<file path="src/rtl/mem_pkg.sv">
// Shared definitions for the CPU-side memory responders: word width,
// responder state encoding and the byte-address decode check.
package mem_pkg;

  localparam int WORD_W = 32;

  typedef enum logic [1:0] {
    S_IDLE = 2'd0,
    S_WAIT = 2'd1,
    S_RESP = 2'd2
  } state_t;

  // Misaligned, or any bit set above the word index of a DEPTH=2**aw array.
  function automatic logic addr_err(input logic [WORD_W-1:0] addr,
                                    input int unsigned      aw);
    logic [WORD_W-1:0] hi;
    hi = addr >> (aw + 2);
    return (addr[1:0] != 2'b00) || (hi != '0);
  endfunction

endpackage

</file>
<file path="src/rtl/data_mem_responder_if.sv">
// Request/response handshake bundle between a CPU data port (master)
// and a memory responder (slave).
interface data_mem_responder_if;
  import mem_pkg::*;

  logic              req_valid;
  logic              req_ready;
  logic              req_write;
  logic [WORD_W-1:0] req_addr;
  logic [WORD_W-1:0] req_wdata;
  logic              rsp_valid;
  logic              rsp_ready;
  logic [WORD_W-1:0] rsp_rdata;
  logic              rsp_err;

  modport master (
    output req_valid, req_write, req_addr, req_wdata, rsp_ready,
    input  req_ready, rsp_valid, rsp_rdata, rsp_err
  );

  modport slave (
    input  req_valid, req_write, req_addr, req_wdata, rsp_ready,
    output req_ready, rsp_valid, rsp_rdata, rsp_err
  );

endinterface

</file>
<file path="src/rtl/mem_array.sv">
// DEPTH x WORD_W storage: one synchronous write port, asynchronous read on
// the same index, every word cleared by reset.
module mem_array
  import mem_pkg::*;
#(
  parameter int DEPTH = 64,
  localparam int AW   = $clog2(DEPTH)
) (
  input  logic              clk,
  input  logic              rst_n,
  input  logic              we,
  input  logic [AW-1:0]     addr,
  input  logic [WORD_W-1:0] wdata,
  output logic [WORD_W-1:0] rdata
);

  logic [WORD_W-1:0] mem [DEPTH];

  always_ff @(posedge clk or negedge rst_n) begin
    if (!rst_n) begin
      for (int i = 0; i < DEPTH; i++) begin
        mem[i] <= '0;
      end
    end else if (we) begin
      mem[addr] <= wdata;
    end
  end

  assign rdata = mem[addr];

endmodule

</file>
<file path="src/rtl/data_mem_responder.sv">
// Data-memory responder: accepts one load/store, waits WAIT cycles, performs
// the word access and holds the response until the requester takes it.
module data_mem_responder
  import mem_pkg::*;
#(
  parameter int DEPTH = 64,
  parameter int WAIT  = 2
) (
  input  logic                 clk,
  input  logic                 rst_n,
  data_mem_responder_if.slave  bus,
  output logic                 busy
);

  localparam int AW = $clog2(DEPTH);

  state_t            state;
  logic [3:0]        cnt;
  logic              wr_q;
  logic [WORD_W-1:0] addr_q;
  logic [WORD_W-1:0] wdata_q;
  logic              rsp_valid_q;
  logic [WORD_W-1:0] rsp_rdata_q;
  logic              rsp_err_q;

  logic              err;
  logic              access;
  logic              mem_we;
  logic [AW-1:0]     idx;
  logic [WORD_W-1:0] mem_rdata;

  // Decode works only on the latched request, so later input changes are inert.
  assign err    = addr_err(addr_q, AW);
  assign idx    = addr_q[AW+1:2];
  assign access = (state == S_WAIT) && (cnt == 4'd0);
  assign mem_we = access && wr_q && !err;

  mem_array #(
    .DEPTH (DEPTH)
  ) u_mem (
    .clk   (clk),
    .rst_n (rst_n),
    .we    (mem_we),
    .addr  (idx),
    .wdata (wdata_q),
    .rdata (mem_rdata)
  );

  always_ff @(posedge clk or negedge rst_n) begin
    if (!rst_n) begin
      state       <= S_IDLE;
      cnt         <= 4'd0;
      wr_q        <= 1'b0;
      addr_q      <= '0;
      wdata_q     <= '0;
      rsp_valid_q <= 1'b0;
      rsp_rdata_q <= '0;
      rsp_err_q   <= 1'b0;
    end else begin
      case (state)
        S_IDLE: begin
          if (bus.req_valid) begin
            wr_q    <= bus.req_write;
            addr_q  <= bus.req_addr;
            wdata_q <= bus.req_wdata;
            cnt     <= 4'(WAIT);
            state   <= S_WAIT;
          end
        end
        S_WAIT: begin
          if (cnt != 4'd0) begin
            cnt <= cnt - 4'd1;
          end else begin
            rsp_err_q   <= err;
            rsp_rdata_q <= (err || wr_q) ? '0 : mem_rdata;
            rsp_valid_q <= 1'b1;
            state       <= S_RESP;
          end
        end
        S_RESP: begin
          if (bus.rsp_ready) begin
            rsp_valid_q <= 1'b0;
            state       <= S_IDLE;
          end
        end
        default: begin
          rsp_valid_q <= 1'b0;
          state       <= S_IDLE;
        end
      endcase
    end
  end

  assign bus.req_ready = (state == S_IDLE);
  assign busy          = (state != S_IDLE);
  assign bus.rsp_valid = rsp_valid_q;
  assign bus.rsp_rdata = rsp_rdata_q;
  assign bus.rsp_err   = rsp_err_q;

endmodule

</file>
<file path="src/flat_wrapper.sv">
// flat-port wrapper written by rule: the top's interface ports become plain ports
module data_mem_responder_flat import mem_pkg::*;
#(
  parameter int DEPTH = 64,
  parameter int WAIT  = 2
)
  (clk, rst_n, busy, bus_req_valid, bus_req_write, bus_req_addr, bus_req_wdata, bus_rsp_ready, bus_req_ready, bus_rsp_valid, bus_rsp_rdata, bus_rsp_err);
  data_mem_responder_if bus_i ();
  input  logic clk;
  input  logic rst_n;
  output logic busy;
  input wire logic [$bits(bus_i.req_valid)-1:0] bus_req_valid;
  input wire logic [$bits(bus_i.req_write)-1:0] bus_req_write;
  input wire logic [$bits(bus_i.req_addr)-1:0] bus_req_addr;
  input wire logic [$bits(bus_i.req_wdata)-1:0] bus_req_wdata;
  input wire logic [$bits(bus_i.rsp_ready)-1:0] bus_rsp_ready;
  output wire logic [$bits(bus_i.req_ready)-1:0] bus_req_ready;
  output wire logic [$bits(bus_i.rsp_valid)-1:0] bus_rsp_valid;
  output wire logic [$bits(bus_i.rsp_rdata)-1:0] bus_rsp_rdata;
  output wire logic [$bits(bus_i.rsp_err)-1:0] bus_rsp_err;
  assign bus_i.req_valid = bus_req_valid;
  assign bus_i.req_write = bus_req_write;
  assign bus_i.req_addr = bus_req_addr;
  assign bus_i.req_wdata = bus_req_wdata;
  assign bus_i.rsp_ready = bus_rsp_ready;
  assign bus_req_ready = bus_i.req_ready;
  assign bus_rsp_valid = bus_i.rsp_valid;
  assign bus_rsp_rdata = bus_i.rsp_rdata;
  assign bus_rsp_err = bus_i.rsp_err;
  data_mem_responder #(.DEPTH(DEPTH), .WAIT(WAIT)) u_core (.clk(clk), .rst_n(rst_n), .bus(bus_i), .busy(busy));
endmodule
</file>
<file path="config.mk">
export PLATFORM = sky130hd
export DESIGN_NAME = data_mem_responder_flat
export DESIGN_NICKNAME = d
export VERILOG_FILES = /design/src/rtl/mem_pkg.sv /design/src/rtl/data_mem_responder_if.sv /design/src/rtl/mem_array.sv /design/src/rtl/data_mem_responder.sv /design/src/flat_wrapper.sv
export SDC_FILE = /design/constraint.sdc
export NUM_CORES = 2
export LEC_CHECK = 0
export CAP_MARGIN = 20
export CORE_MARGIN = 2
export CORE_UTILIZATION = 65
export DETAILED_ROUTE_END_ITERATION = 10
export PLACE_DENSITY = 0.88
export SYNTH_ARGS = -nofsm -noshare
export SYNTH_HDL_FRONTEND = slang
export SYNTH_SLANG_ARGS = --single-unit
</file>
<file path="constraint.sdc">
create_clock -name clk -period 7.04 [get_ports clk]
set_input_delay 2.112 -clock clk [delete_from_list [all_inputs] [get_ports clk]]
set_output_delay 2.112 -clock clk [all_outputs]
set_load 0.1 [all_outputs]
</file>
==> summary.md <==
| Metric | Value |
|---|---|
| H-tree levels | `4` |
| Post-synth EDFFs | `0` |
| Utilization after layout | `0.724` |
| Post-synthesis sequential area ratio | `0.556` |
| Worst slew pin tran | `1.35 ns` |
| Final clock skew | `0.0667 ns` |
| Yosys cell types | `70` |
| Max FO, Critical Path | `5` |
| Rows | `141` |
| Commonest non-fill, non-tap cell in the layout | `mux2_2` |
| Initial Util | `0.655` |
| Asr flop ratio synth | `1.00` |
| Root Driver | `clkbuf_16` |
| DRT Pass-1 Iters | `11` |
| Commonest cells after routing, fill and taps aside | `mux2_2 (2,203), dfrtp_1 (2,126), nand2_1 (303)` |
| Number of setup buffers added after CTS | `0` |
| Port bufs | `between 100 and 150` |
| CP arrival | `2.85 ns` |
| Crit share post-route | `0.705` |
| Starting DRT DRC Count | `~9.4k` |
| Via density | `about 7.7` |
| Drc violations | `1` |
| GR Overflow Total | `0` |
| Synthesis Warnings | `0` |
| Final hold slack | `roughly 0.48 ns` |
| Total number of vias | `roughly 69k` |
| Post_cts resized | `0` |
| Die ar. | `approximately 150,000 sq um` |
| Sink Count | `around 2.2k` |
| Maximum VDD drop | `approximately 0.00054 V` |
| Failing checks | `DRC` |
| Net count, final | `6,839` |
| #FFs+latches synth | `about 2.2k` |
| Critical Path End Type | `primary output` |
| P_leak | `about 52 nW` |
| I/O Pins | `roughly 110` |
| Avg Cell Area, Syn | `13.9 sq um` |
| Largest net degree at the start of global routing | `180` |
| Unrepaired setup endpoints after global routing | `no` |
| Top_reg_cell synth | `dfrtp_1` |
| Die Ht | `390 um` |
| GR peak layer | `met2` |
| Worst-path clk slew | `~0.060 ns` |
| Setup TNS | `0 ns` |
| Top cell type by total area after synthesis | `dfrtp_1` |
| Fin. Hold Viols | `0` |
| RePlAce Congestion | `approximately 0.94` |
| Int Pwr | `22.5 mW` |
| Max Cap Violations | `0` |
| Post-CTS Hold Buffers | `0` |
| Sw frac | `0.384` |
| GR Util met3 | `0.191` |
| Synth Instances | `6,978` |
| Slew headroom | `0.0957` |
| Setup violators final | `0` |
| DP HPWL | `185,000 um` |
| Logic pwr share | `0.311` |
| Clock tree buffer depth | `3` |
| Status | `complete, but fails checks` |
| Clock Latency Late Sink | `between 0.9 and 1 ns` |
| First-pass GRT wire length | `between 400,000 and 500,000 um` |
| Synth Net Count | `7,048` |
| CP Launch Type | `register` |
| Vias in the first global route | `between 60k and 70k` |
| CTS tree | `yes` |
| Area delta synth->final | `10.5%` |
| Hold Crit Class | `register to register` |
| Slew Viols, Final | `0` |
| Power density over the cells | `341 nW/um^2` |
| Grt met2 use | `0.596` |
| Sequential share of power | `0.360` |
| Dominant cells by area after synthesis | `dfrtp_1 (56%), mux2_2 (26%), mux4_2 (4.7%)` |
| Syn Std Cell Area | `just under 100,000 sq um` |
| Max Freq | `202 MHz` |
| Sw power | `14.0 mW` |
| Grt met1 use | `0.534` |
| All-Layer GR Usage | `0.430` |
| WL/cell | `about 37 um` |
| Setup CP Type | `register to primary output` |
| Initial antenna violation count | `23` |
| Final min period | `just under 5 ns` |
| Share of the synthesized area in the top cell type | `0.556` |
| Core area | `roughly 150,000 sq um` |
| Final ANT Viol Nets | `0` |
| Req. time, crit path | `4.93 ns` |
| Num CTS Buffers | `roughly 210` |
| Final WL | `327,000 um` |
| Clock power share | `0.328` |
| Share of layout cells above drive strength 1 | `0.447` |
| Die width | `between 300 and 400 um` |
[layer usage]
layer	share of wire	routed length [um]
met5	0.00092	300
met4	0.091	29700
met3	0.15	49900
met2	0.42	138000
met1	0.34	110000
[per-stage QoR]
stage / worst slack [ns] / area, sq um / instances / power [mW]
3_3_place_gp: 2.86 / 99400 / 8472 / 23.4
6_report: 2.08 / 107000 / 8897 / 36.5
3_5_place_dp: 2.88 / 99400 / 8474 / 23.6
2_1_floorplan: 2.24 / 96900 / 6978 / 19.3
5_1_grt: 2.05 / 107000 / 8879 / 37.0
4_1_cts: 2.07 / 107000 / 8865 / 35.5
[synthesized netlist by cell type (20+ instances only)]
cell and count:
mux2_2 2203, dfrtp_1 2153, clkbuf_1 417, nand2_1 327, o22ai_1 278, buf_2 209, mux4_2 201, mux2i_1 138
o221ai_1 124, a21oi_1 117, nor2_1 115, o21ai_0 104, buf_1 97, a211oi_1 40, a22oi_1 34, a221oi_1 31
o22a_1 31, and3_1 30, nor3_1 30, buf_4 25, nor2b_1 21, o31ai_1 20
[cell type report]
class | count | area, sq um
sequential | 2153 | 53900
fill | 8517 | 40800
multi-input combinational | 4066 | 40100
clock buffer | 321 | 6380
timing repair buffer | 327 | 3140
tap | 1930 | 2410
clock inverter | 70 | 973
antenna | 20 | 50.0
inverter | 10 | 42.5
[cells by family (layout without fill, tap and decap cells)]
family	count (synthesis)	in the layout	synth area share
XOR/XNOR	2	2	0.000181
buffers and inverters	759	728	0.0331
AO/OA/AOI/OAI	902	902	0.0647
other	0	20	0
adder cells (fa/ha/maj)	1	1	0.000129
AND/OR/NAND/NOR	619	619	0.0288
multiplexers	2542	2542	0.317
flip-flops	2153	2153	0.556
[sequential cells by signal (all words and copies together) (netlist names)]
signal,count
u_core.bus.rsp_err,1
u_core.bus.rsp_valid,1
u_core.addr_q,32
u_core.u_mem.mem,2048
u_core.bus.rsp_rdata,32
u_core.wr_q,1
u_core.state,2
u_core.wdata_q,32
u_core.cnt,4
[final timing paths]
path,start,endpoint,slack [ns],cells past startpoint
setup / recovery,u_core.state[1]$_DFFE_PN0P_,bus_req_ready,2.08,2
min in group asynchronous,rst_n,u_core.u_mem.mem[1195]$_DFFE_PN0P_,1.26,1
hold reg to reg,u_core.wdata_q[3]$_DFFE_PN0P_,u_core.wdata_q[3]$_DFFE_PN0P_,0.48,2
setup reg to reg,u_core.addr_q[4]$_DFFE_PN0P_,u_core.u_mem.mem[1052]$_DFFE_PN0P_,2.33,6
hold / removal,u_core.wdata_q[3]$_DFFE_PN0P_,u_core.wdata_q[3]$_DFFE_PN0P_,0.48,2
max in group asynchronous,rst_n,u_core.wdata_q[26]$_DFFE_PN0P_,4.08,2
[worst max-delay path, stage by stage (launching register included)]
cell,delay (ns)
dfrtp_1,0.41
nor2_1,0.34
clkdlybuf4s50_1,1.21
[power groups by stage]
| stage | logic [mW] | registers, mW | clock network [mW] |
|---|---|---|---|
| final | 11.4 | 13.1 | 12.0 |
| after global routing | 11.4 | 13.2 | 12.4 |
| after CTS | 10.0 | 13.6 | 11.9 |
| after detailed placement | 9.86 | 13.8 | 0 |
| after global placement | 9.70 | 13.7 | 0 |
| after floorplan | 6.38 | 12.9 | 0 |
(Power assumes the default switching activity.)
